## src/rtl/load_store_unit.sv

```systemverilog
// load_store_unit: RV32 load/store engine between the core and a simple
// request/ack data bus. One access at a time, as an IDLE -> REQ -> DONE sequence.
//
// Ports
//   clk, reset         : rising-edge clock, asynchronous active-high reset
//   Mem_Read_i/Write_i : load/store request from the current instruction
//   Funct3_i           : access size/sign (B, H, W, BU, HU)
//   Address_i          : byte address from the ALU
//   Write_Data_i       : store data (rs2)
//   Load_Data_o        : formatted load result, valid in DONE only
//   Stall_o            : hold the core while an access is in flight
//   Misaligned_o       : misaligned access flag
//   Fault_o            : illegal Funct3_i or bus ack timeout
//   Bus_Req_o/We_o     : bus request and direction
//   Bus_Addr_o         : word-aligned bus address
//   Bus_Wdata_o/Be_o   : lane-replicated store data and byte enables
//   Bus_Ack_i/Rdata_i  : single-cycle completion pulse and read word
module load_store_unit #(
  parameter int unsigned ACK_TIMEOUT = 16
) (
  input  logic        clk,
  input  logic        reset,
  input  logic        Mem_Read_i,
  input  logic        Mem_Write_i,
  input  logic [2:0]  Funct3_i,
  input  logic [31:0] Address_i,
  input  logic [31:0] Write_Data_i,
  output logic [31:0] Load_Data_o,
  output logic        Stall_o,
  output logic        Misaligned_o,
  output logic        Fault_o,
  output logic        Bus_Req_o,
  output logic        Bus_We_o,
  output logic [31:0] Bus_Addr_o,
  output logic [31:0] Bus_Wdata_o,
  output logic [3:0]  Bus_Be_o,
  input  logic        Bus_Ack_i,
  input  logic [31:0] Bus_Rdata_i
);

  localparam int unsigned CNT_W = $clog2(ACK_TIMEOUT + 1);

  typedef enum logic [1:0] {IDLE, REQ, DONE} state_t;

  state_t           state, state_nxt;
  logic [CNT_W-1:0] cnt;
  logic [31:0]      addr_q, wdata_q, load_q;
  logic [2:0]       f3_q;
  logic             we_q, timeout_q;
  logic [3:0]       be_q;

  logic        pending, is_load, illegal, misaligned, go, cnt_max;
  logic        stall_c, mis_c, flt_c;
  logic [31:0] lane_wdata, load_fmt;
  logic [3:0]  lane_be;
  logic [7:0]  rd_byte;
  logic [15:0] rd_half;

  // Request decode: a simultaneous read+write is treated as a load.
  always_comb begin
    pending    = Mem_Read_i | Mem_Write_i;
    is_load    = Mem_Read_i;
    if (is_load) illegal = !(Funct3_i inside {3'b000, 3'b001, 3'b010, 3'b100, 3'b101});
    else         illegal = !(Funct3_i inside {3'b000, 3'b001, 3'b010});
    // Funct3_i[1:0] == 01 covers both H and HU.
    misaligned = ((Funct3_i[1:0] == 2'b01) && Address_i[0]) ||
                 ((Funct3_i == 3'b010) && (Address_i[1:0] != 2'b00));
    go         = pending && !illegal && !misaligned;
  end

  // Store lane replication; loads read the full word.
  always_comb begin
    lane_wdata = 32'h0;
    lane_be    = 4'b1111;
    if (!is_load) begin
      case (Funct3_i[1:0])
        2'b00: begin
          lane_wdata = {4{Write_Data_i[7:0]}};
          lane_be    = 4'b0001 << Address_i[1:0];
        end
        2'b01: begin
          lane_wdata = {2{Write_Data_i[15:0]}};
          lane_be    = Address_i[1] ? 4'b1100 : 4'b0011;
        end
        default: lane_wdata = Write_Data_i;
      endcase
    end
  end

  // Load formatting from the latched byte offset and size.
  always_comb begin
    case (addr_q[1:0])
      2'd0:    rd_byte = Bus_Rdata_i[7:0];
      2'd1:    rd_byte = Bus_Rdata_i[15:8];
      2'd2:    rd_byte = Bus_Rdata_i[23:16];
      default: rd_byte = Bus_Rdata_i[31:24];
    endcase
    rd_half = addr_q[1] ? Bus_Rdata_i[31:16] : Bus_Rdata_i[15:0];
    case (f3_q)
      3'b000:  load_fmt = {{24{rd_byte[7]}}, rd_byte};
      3'b001:  load_fmt = {{16{rd_half[15]}}, rd_half};
      3'b100:  load_fmt = {24'h0, rd_byte};
      3'b101:  load_fmt = {16'h0, rd_half};
      default: load_fmt = Bus_Rdata_i;
    endcase
  end

  assign cnt_max = (cnt == CNT_W'(ACK_TIMEOUT - 1));

  // State register.
  always_ff @(posedge clk or posedge reset) begin
    if (reset) state <= IDLE;
    else       state <= state_nxt;
  end

  // Next state and combinational status outputs.
  always_comb begin
    state_nxt = state;
    stall_c   = 1'b0;
    mis_c     = 1'b0;
    flt_c     = 1'b0;
    case (state)
      IDLE: begin
        if (pending) begin
          mis_c = misaligned;
          flt_c = illegal;
          if (go) begin
            stall_c   = 1'b1;
            state_nxt = REQ;
          end
        end
      end
      REQ: begin
        stall_c = 1'b1;
        if (Bus_Ack_i || cnt_max) state_nxt = DONE;
      end
      DONE: begin
        flt_c     = timeout_q;
        state_nxt = IDLE;
      end
      default: state_nxt = IDLE;
    endcase
  end

  // Access latches, ack-wait counter and load result.
  always_ff @(posedge clk or posedge reset) begin
    if (reset) begin
      addr_q    <= 32'h0;
      wdata_q   <= 32'h0;
      be_q      <= 4'h0;
      f3_q      <= 3'h0;
      we_q      <= 1'b0;
      cnt       <= '0;
      timeout_q <= 1'b0;
      load_q    <= 32'h0;
    end else begin
      case (state)
        IDLE: begin
          if (go) begin
            addr_q    <= Address_i;
            wdata_q   <= lane_wdata;
            be_q      <= lane_be;
            f3_q      <= Funct3_i;
            we_q      <= !is_load;
            cnt       <= '0;
            timeout_q <= 1'b0;
            load_q    <= 32'h0;
          end
        end
        REQ: begin
          if (Bus_Ack_i) begin
            if (!we_q) load_q <= load_fmt;
          end else if (cnt_max) begin
            timeout_q <= 1'b1;
            load_q    <= 32'h0;
          end else begin
            cnt <= cnt + CNT_W'(1);
          end
        end
        default: ;
      endcase
    end
  end

  // Reset gating keeps the IDLE decode outputs quiet while reset is held.
  assign Stall_o      = stall_c & ~reset;
  assign Misaligned_o = mis_c & ~reset;
  assign Fault_o      = flt_c & ~reset;
  assign Load_Data_o  = (state == DONE) ? load_q : 32'h0;
  assign Bus_Req_o    = (state == REQ);
  assign Bus_We_o     = we_q;
  assign Bus_Addr_o   = {addr_q[31:2], 2'b00};
  assign Bus_Wdata_o  = wdata_q;
  assign Bus_Be_o     = be_q;

endmodule

```

## config.mk

```make
export PLATFORM = sky130hd
export DESIGN_NAME = load_store_unit
export DESIGN_NICKNAME = d
export VERILOG_FILES = /design/src/rtl/load_store_unit.sv
export SDC_FILE = /design/constraint.sdc
export NUM_CORES = 1
export LEC_CHECK = 0
export ABC_AREA = 0
export CORE_MARGIN = 5
export CORE_UTILIZATION = 46
export CTS_CLUSTER_DIAMETER = 100
export CTS_CLUSTER_SIZE = 14
export DETAILED_ROUTE_END_ITERATION = 8
export PLACE_DENSITY = 0.79
export SLEW_MARGIN = 5
export SYNTH_ARGS = -nofsm -noshare
export SYNTH_HDL_FRONTEND = slang
export SYNTH_SLANG_ARGS = --single-unit
```

## constraint.sdc

```tcl
create_clock -name clk -period 4 [get_ports clk]
set_input_delay 0.8 -clock clk [delete_from_list [all_inputs] [get_ports clk]]
set_output_delay 0.8 -clock clk [all_outputs]
set_load 0.005 [all_outputs]
```

; ---- After elaboration in Yosys (flattened, before gate mapping)
; Cells that the tools add are included.
[totals]
register_bits = 112
inputBits = 104
out_inout_bits = 105
elab_cells = 96
[op_classes]
addsub = 1
n_eq_ne = 21
shifts = 1
mux = 34
bitwise = 5
reduce_logical = 25
[ops]
columns = cell, count
row1 = 2-to-1 mux 32 bit, 6
row2 = case mux 32 bit (2 select lines), 2
row3 = case mux 32 bit (4 select lines), 1
row4 = case mux 8 bit (3 select lines), 1
row5 = 2-to-1 mux 16 bit, 1
row6 = 2-to-1 mux 5 bit, 3
row7 = == test 3 bit (second input constant), 4
row8 = AND reduction 4 bit, 3
row9 = case mux 5 bit (2 select lines), 1
row10 = 2-to-1 mux 1 bit, 9
row11 = 2-to-1 mux 4 bit, 2
row12 = != test 2 bit (second input constant), 4
row13 = case mux 4 bit (2 select lines), 1
row14 = == test 2 x 1 -> 1 bit (second input constant), 3
row15 = == test 3 x 1 -> 1 bit (second input constant), 2
row16 = logical NOT 2 bit, 3
row17 = logical NOT 3 bit, 2
row18 = 2-to-1 mux 2 bit, 3
row19 = case mux 1 bit (2 select lines), 3
row20 = adder 5 x 1 -> 5 bit (second input constant), 1
row21 = == test 5 x 4 -> 1 bit (second input constant), 1
row22 = logical NOT 1 bit, 5
row23 = nonzero test 5 bit, 1
row24 = == test 2 bit (second input constant), 2
row25 = other kinds (15), 23

; ---- Longest topological paths before layout
; Gate-level depths: netlist of the first run.
[logic_depth]
word_depth = 11
depth_mapped = 9
ltp_nobuf = 8

; ---- Worst setup path before layout of the first run
; OpenSTA, ideal clock, no wires.
[synth_timing]
path_type = input-to-output
start = in Funct3_i[0]
end = out Misaligned_o
t_arrival_ps = 1848
required_time_ps = 3200
slack_ps = 1352
stages = 4
path_buffers = 1
cell_sequence = buf_2 nor3b_1 nand3b_1 a2111oi_0
[synth_via]
elab_chain_cells = 6
word_cells_on_any_way = 8
cone_classes = eq/ne: 2 / mux: 2 / bitwise: 1 / reduce/logical: 3
[synth_rtl]
columns = item, line
row1 = start: declaration, 25  ; input logic [2:0] Funct3_i,
row2 = == test 3 x 2 -> 1 bit or == test 2 x 1 -> 1 bit (tied branches), "67, 66"
row3 = "logical AND 1 bit, on equally long branches", "67, 66"
row4 = logical OR 1 bit *, 66  ; misaligned = ((Funct3_i[1:0] == 2'b01) && Address_i[0]) ||
row5 = 2-to-1 mux 1 bit *, 124  ; if (pending) begin
row6 = 2-to-1 mux 1 bit *, 122  ; case (state)
row7 = AND 1 bit *, 187  ; assign Misaligned_o = mis_c & ~reset;
row8 = end: declaration, 30  ; output logic Misaligned_o,
; Mark *: on every way between the ends. The rest lies on a longest branch, timed or not.

; ---- Worst setup path after layout of the first run
[layout_timing]
start = in Mem_Read_i
end = out Fault_o
[layout_via]
elab_chain_cells = 4
word_cells_on_any_way = 5
cone_classes = mux: 3 / bitwise: 2
[layout_rtl]
columns = item, line
row1 = start: declaration, 23  ; input logic Mem_Read_i,
row2 = 2-to-1 mux 1 bit or OR 1 bit (tied branches), "63, 61"
row3 = 2-to-1 mux 1 bit *, 124
row4 = case mux 1 bit (2 select lines) *, 122
row5 = AND 1 bit *, 188  ; assign Fault_o = flt_c & ~reset;
row6 = end: declaration, 31  ; output logic Fault_o,
; Marks and branches as above.

==> flow_metrics.tcl, run 1 <==
set metrics [dict create \
    stdcell_count 1001 \
    gr-max-usage-layer "met2" \
    synthesis.instances 673 \
    cts_hold_buf 0 \
    gp_routability_congestion 0.975 \
    vias 5266 \
    final-setup-viol-count 0 \
    sw_frac_of_total_pct 33.5 \
    clock-root-buffer "clkbuf_16" \
    grt_antenna_before_repair 0 \
    timing_hold_violations_final 0 \
    synth.avg_cell_area_sq_um 8.88 \
    internal-power_mw 2.82 \
    path_max_fanout 7 \
    regToRegSetupSlack_ps 1460 \
    die-area_sq_um 15400 \
    grt_first_pass_wirelength_um 26800 \
    io_pins 209 \
    grt_max_degree 104 \
    first_global_vias 5207 \
    n_fill_cell 1041 \
    timing.slew.headroom_pct 25.6 \
    worst_clk_skew_ps 9.62 \
    pwr-share-clk_pct 23.6 \
    p_leak_nw 3.58 \
    power.density_cell_area_nw_per_um2 513 \
    cts-buffers-inserted 9 \
    hold_ws_ps 478 \
    grt.met3_usage_pct 8.76 \
    yosysUniqueCellTypes 44 \
    insertedDiodeCount 0 \
    dpl.hpwl_um 12700 \
    grt_setup_unrepaired "no" \
    drcViolationCount 0 \
    h-tree-depth 3 \
    floorplan.initialDensity_pct 47.2 \
    fmax_mhz 260 \
    worstReg2RegStart "cnt[0]$_DFFE_PP0P_" \
    grt_total_ovfl 0 \
    post_route_cells_drive_above_1_share_pct 5.55 \
    worst_slew_pin_slew_ps 1120 \
    drtPass1Iterations 5 \
    routing_usage_on_met1_pct 29.7 \
    most-common-layout-cells "clkdlybuf4s50_1, nand2_1, dfrtp_1" \
    ant_nets 0 \
    crit_path_end_kind "output pin" \
    clock_sinks 112 \
    area.sequential_sq_um 2800 \
    setup_total_negative_slack_ps 0 \
    cts_tree "built" \
    category_of_the_critical_setup_timing_path "in2out" \
    cts.repair_timing.setup_buffer_count 0 \
    worst-endpoint-arrival_ps 3040 \
    comb_power_share_pct 35.3 \
    cp_data_required_time_ps 3200 \
    class_of_the_worst_hold_path "reg2reg" \
    die_height_um 124 \
    place_inst 985 \
    combined_area_of_the_multi_input_logic_cells_sq_um 2710 \
    final-max-slew-violation-count 0 \
    peakVddDrop_mv 0.273 \
    routed_wl_um 17400 \
    worst_hold_startpoint "load_q[0]$_DFFE_PP0P_" \
    worstHoldEndpoint "load_q[0]$_DFFE_PP0P_" \
    layout_commonest_cell "clkdlybuf4s50_1" \
    p_seq_share_pct 41.2 \
    fin_crit_ps 3840 \
    finish.net_count 930 \
    cts_resized 0 \
    core_sq_um 12700 \
    min_path_cells 2 \
    place.port_buffers 206 \
    dieWidth_um 124 \
    cap_viol_max_count 0 \
    area.growth.synth_to_final_pct 38.2 \
    synth-seq-area-share_pct 46.9 \
    warnings_synthesis 0 \
    post_synth_instance_area_sq_um 5970 \
    clk_pin_slew_worst_paths_ps 80 \
    use_met2_pct 34.4 \
    route.detailed.vias_per_inst 5.26 \
    ys_seq_elements 112 \
    final_cycle_share_pct 96.1 \
    reg2reg_depth 8 \
    switching_power_mw 1.42 \
    drt_iter0_markers 447 \
    clk_lat_worst_skew_ps 350 \
    placement_rows 41 \
    detail_route.wl_per_cell_um 17.4 \
    outcome "completed" \
    start_kind "primary input" \
    track_usage_pct 22.4 \
    clock_path_buffers 2 \
    regToRegEndpoint "load_q[11]$_DFFE_PP0P_" \
]
[per-layer routing]
layer  vias up  routed length [um]
met4         0                 286
met2       232                7780
met5         -                   0
met1      2482                7330
met3        23                1980
li1       2529                   -
[state kept, by name, summed over array words and instances, names as in the netlist, 2 cells and up]
name,flops
Bus_Be_o,4
Bus_Wdata_o,32
addr_q,32
f3_q,3
state,2
cnt,5
load_q,32
[cell families after synthesis]
| logic type | after synthesis | share of synthesized area, % |
|---|---|---|
| multiplexers | 34 | 5.84 |
| XOR/XNOR | 2 | 0.293 |
| other | 1 | 0.0628 |
| buffers and inverters | 87 | 7.98 |
| AND/OR/NAND/NOR | 312 | 23.5 |
| AO/OA/AOI/OAI | 123 | 15.0 |
| flip-flops | 112 | 46.9 |
| adder cells (fa/ha/maj) | 2 | 0.419 |
[critical path: stages]
cell,delay (ps)
clkdlybuf4s50_1,630
nor2_1,150
a2111oi_0,640
a21oi_1,80
nor3_1,160
clkdlybuf4s50_1,580
[cells in the mapped netlist]
master	n	area, sq um
nand2b_1	17	106
nand4b_1	1	8.76
mux2_2	7	78.8
a31oi_1	11	68.8
o21bai_1	1	7.51
buf_6	1	11.3
o2111ai_4	1	26.3
o311ai_0	2	17.5
nor3_1	11	55.1
conb_1	1	3.75
buf_4	32	240
nand3b_1	1	7.51
or2_1	1	6.26
clkbuf_1	24	90.1
xor2_1	2	17.5
o31ai_1	40	300
nand2_1	188	706
inv_1	6	22.5
a21o_1	1	7.51
buf_2	18	90.1
and2_1	33	206
nor2_1	28	105
o31ai_2	1	12.5
nor4_1	1	6.26
dfrtp_1	112	2800
o21ai_0	25	125
mux2i_1	27	270
a21oi_1	20	100
a221oi_4	1	26.3
a32oi_1	2	17.5
nor2b_1	25	156
nand3_1	1	5.00
o221ai_1	7	61.3
a2111oi_2	1	15.0
and3_1	2	12.5
nor3b_1	1	7.51
o41ai_2	3	48.8
ha_1	2	25.0
a2111oi_0	2	17.5
nand3_2	1	10.0
o41ai_1	4	35.0
nand4_1	1	6.26
buf_1	6	22.5
a211oi_1	1	7.51
[metrics by stage]
stage	util, %	power, mW	cell area (sq um)	worst slack, ps
finish	65.2	4.24	8260	156
global route	65.2	4.49	8260	85.8
CTS	65.2	4.26	8260	281
detailed placement	62.6	3.26	7930	280
global placement	62.6	3.20	7930	285
floorplan	-	2.59	5980	241
[worst max path at each step]
stage | startpoint | end | slack, ps | cells past startpoint
after floorplan | reset | Bus_Be_o[0]$_DFFE_PP0P_ | 240 | 1
after global placement | Mem_Read_i | Fault_o | 280 | 6
after detailed placement | Mem_Read_i | Fault_o | 280 | 6
after CTS | Mem_Read_i | Fault_o | 280 | 6
after global routing | Mem_Read_i | Fault_o | 90 | 6
final | Mem_Read_i | Fault_o | 160 | 6
[area by class of cell]
class,count,share of cell area (%)
multi-input cells,475,32.8
clock buffers,9,2.73
inverters,6,0.303
clock inverters,7,1.23
well taps,172,2.61
flip-flops and latches,112,33.9
repair buffers,220,26.4
[power by group through the flow]
stage | Combinational [mW] | Sequential, mW | Clock, mW
2_1_floorplan | 0.963 | 1.63 | 0
4_1_cts | 1.51 | 1.74 | 1.01
6_report | 1.49 | 1.74 | 0.998
3_3_place_gp | 1.46 | 1.74 | 0
3_5_place_dp | 1.50 | 1.75 | 0
5_1_grt | 1.64 | 1.79 | 1.06
(Power assumes the default switching activity.)
==> run 2, diff against run 1 <==
--- a/config.mk
+++ b/config.mk
@@ -7,11 +7,11 @@
 export LEC_CHECK = 0
 export ABC_AREA = 0
 export CORE_MARGIN = 5
-export CORE_UTILIZATION = 46
+export CORE_UTILIZATION = 49
 export CTS_CLUSTER_DIAMETER = 100
 export CTS_CLUSTER_SIZE = 14
 export DETAILED_ROUTE_END_ITERATION = 8
-export PLACE_DENSITY = 0.79
+export PLACE_DENSITY = 0.84
 export SLEW_MARGIN = 5
 export SYNTH_ARGS = -nofsm -noshare
 export SYNTH_HDL_FRONTEND = slang
==> constraint.sdc (replaced) <==
create_clock -name clk -period 4.6 [get_ports clk]
set_input_delay 0.92 -clock clk [delete_from_list [all_inputs] [get_ports clk]]
set_output_delay 0.92 -clock clk [all_outputs]
set_load 0.005 [all_outputs]
==> run 2 against run 1 <==
Non-clock buffer count down 4; total power down 12%; critical endpoint unchanged; final cell count decreased by 2.9%; global-route usage grew 2.3 points; critical path type unchanged.
==> flow_metrics.tcl, run 2 (same netlist as run 1, synthesis figures left out) <==
set metrics [dict create \
    outcome "completed" \
    route.detailed.vias_per_inst 5.45 \
    reg2reg_depth 8 \
    insertedDiodeCount 0 \
    critical-path-top-cell-by-count "clkdlybuf4s50_1" \
    grt_max_degree 67 \
    fin_crit_ps 4150 \
    cp_cell_sequence "clkdlybuf4s50_1, inv_1, a2111oi_0, a21oi_1, nor3_1, clkdlybuf4s50_1" \
    p_seq_share_pct 40.4 \
    cp_data_required_time_ps 3680 \
    power.density_cell_area_nw_per_um2 455 \
    placement_rows 40 \
    drtPass1Iterations 5 \
    setup_total_negative_slack_ps 0 \
    sw_frac_of_total_pct 32.7 \
    path_max_fanout 8 \
    cts_hold_buf 0 \
    top_sig_layer "met4" \
    drcViolationCount 0 \
    start_kind "primary input" \
    final-max-slew-violation-count 0 \
    critical_path.top_delay_family "buffers and inverters" \
    critPathBufInv 3 \
    final-setup-viol-count 0 \
    dpl.hpwl_um 13100 \
    floorplan.initialDensity_pct 49.9 \
    cts.repair_timing.setup_buffer_count 0 \
    switching_power_mw 1.22 \
    combined_area_of_the_multi_input_logic_cells_sq_um 2710 \
    area.growth.synth_to_final_pct 37.4 \
    p_leak_nw 3.58 \
    clk_pin_slew_worst_paths_ps 70 \
    cts_resized 0 \
    cap_viol_max_count 0 \
    comb_power_share_pct 35.0 \
    routed_wl_met3_um 2070 \
    worst_clk_skew_ps 7.07 \
    timing.slew.headroom_pct 16.6 \
    category_of_the_critical_setup_timing_path "in2out" \
    pwr-share-clk_pct 24.6 \
    die-area_sq_um 14500 \
    track_usage_pct 24.7 \
    timing.critical_path.from "Funct3_i[1]" \
    dieWidth_um 120 \
    worst_path_largest_cell_delay_ps 690 \
    h-tree-depth 3 \
    critical_path_capture_point "Fault_o" \
    timing_hold_violations_final 0 \
    class_of_the_worst_hold_path "reg2reg" \
    clock_path_buffers 2 \
    met2_wirelength_um 8320 \
    core_sq_um 12000 \
    peakVddDrop_mv 0.297 \
    ant_nets 0 \
    crit_path_end_kind "output pin" \
    grt_first_pass_wirelength_um 28700 \
    cp_num_cells 6 \
    regToRegEndpoint "load_q[18]$_DFFE_PP0P_" \
    io_pins 209 \
    most-common-layout-cells "clkdlybuf4s50_1, nand2_1, dfrtp_1" \
    drt_iter0_markers 443 \
    die_height_um 120 \
    gp_routability_congestion 0.939 \
    grt_total_ovfl 0 \
    post_route_cells_drive_above_1_share_pct 5.09 \
    routed_wl_um 17800 \
    n_fill_cell 935 \
    internal-power_mw 2.51 \
    clock_sinks 112 \
    critical-path-slowest-cell "clkdlybuf4s50_1" \
    finish.net_count 926 \
    final_cycle_share_pct 90.2 \
    regToRegSetupSlack_ps 1670 \
    grt_antenna_before_repair 0 \
    clk_lat_worst_skew_ps 340 \
    worst-endpoint-arrival_ps 3230 \
    place.port_buffers 206 \
    layout_commonest_cell "clkdlybuf4s50_1" \
    fmax_mhz 241 \
    stdcell_count 972 \
    place_inst 956 \
    worst_slew_pin_slew_ps 1250 \
    detail_route.wl_per_cell_um 18.3 \
    grt_setup_unrepaired "no" \
    cts-buffers-inserted 9 \
    first_global_vias 5553 \
    area.sequential_sq_um 2800 \
    worst_hold_startpoint "load_q[28]$_DFFE_PP0P_" \
    worstReg2RegStart "cnt[0]$_DFFE_PP0P_" \
    cts_tree "built" \
    clock-root-buffer "clkbuf_16" \
    vias 5299 \
    wirelength_met1_um 7110 \
]
==> run 2: cell types whose count changed in the layout (fill, tap and decap cells not counted), sizes merged <==
cell	change
bufinv	+1
buf	-4
clkbuf	+1
clkinvlp	-2
==> run 2: worst min path at each step <==
| stage | endpoint | cells after the start |
|---|---|---|
| CTS | load_q[25]$_DFFE_PP0P_ | 2 |
| global placement | load_q[11]$_DFFE_PP0P_ | 2 |
| floorplan | load_q[11]$_DFFE_PP0P_ | 2 |
| global route | load_q[0]$_DFFE_PP0P_ | 2 |
| detailed placement | load_q[25]$_DFFE_PP0P_ | 2 |
| finish | load_q[28]$_DFFE_PP0P_ | 2 |
==> run 2: area by class of cell <==
class / instances / area share, %
Sequential cell: 112 / 34.2
Multi-Input combinational cell: 475 / 33.0
Timing Repair Buffer: 216 / 26.0
Clock buffer: 10 / 2.91
Tap cell: 147 / 2.24
Clock inverter: 6 / 1.37
Inverter: 6 / 0.305
==> run 2: power by group through the flow <==
stage / clock network [mW] / registers [mW] / logic [mW]
after detailed placement: 0 / 1.52 / 1.31
after CTS: 0.933 / 1.50 / 1.32
after global placement: 0 / 1.50 / 1.27
final: 0.919 / 1.51 / 1.31
after global routing: 0.974 / 1.56 / 1.44
after floorplan: 0 / 1.42 / 0.837
==> run 2: per-stage QoR <==
stage	power (mW)	worst slack, ps	util, %	area (sq um)	hold WS [ps]
after global placement	2.78	615	65.7	7860	451
after CTS	3.76	460	68.6	8210	475
final	3.73	449	68.6	8210	471
after floorplan	2.25	721	-	5980	435
after detailed placement	2.83	586	65.7	7860	460
after global routing	3.97	357	68.6	8210	492
==> run 2: routing by layer <==
| layer | vias to the layer above | track usage [%] |
|---|---|---|
| met5 | - | 0 |
| met4 | 0 | 6.23 |
| met3 | 15 | 9.73 |
| met2 | 235 | 40.8 |
| met1 | 2517 | 30.5 |
| li1 | 2532 | - |
==> run 2: worst register-to-register path, cell delays in order, from the launching register on <==
cell       delay (ps)
dfrtp_1           400
ha_1              180
and3_1            160
ha_1              190
nand2b_1           90
a31oi_1           380
o2111ai_4         690
buf_4             480
o31ai_1           260
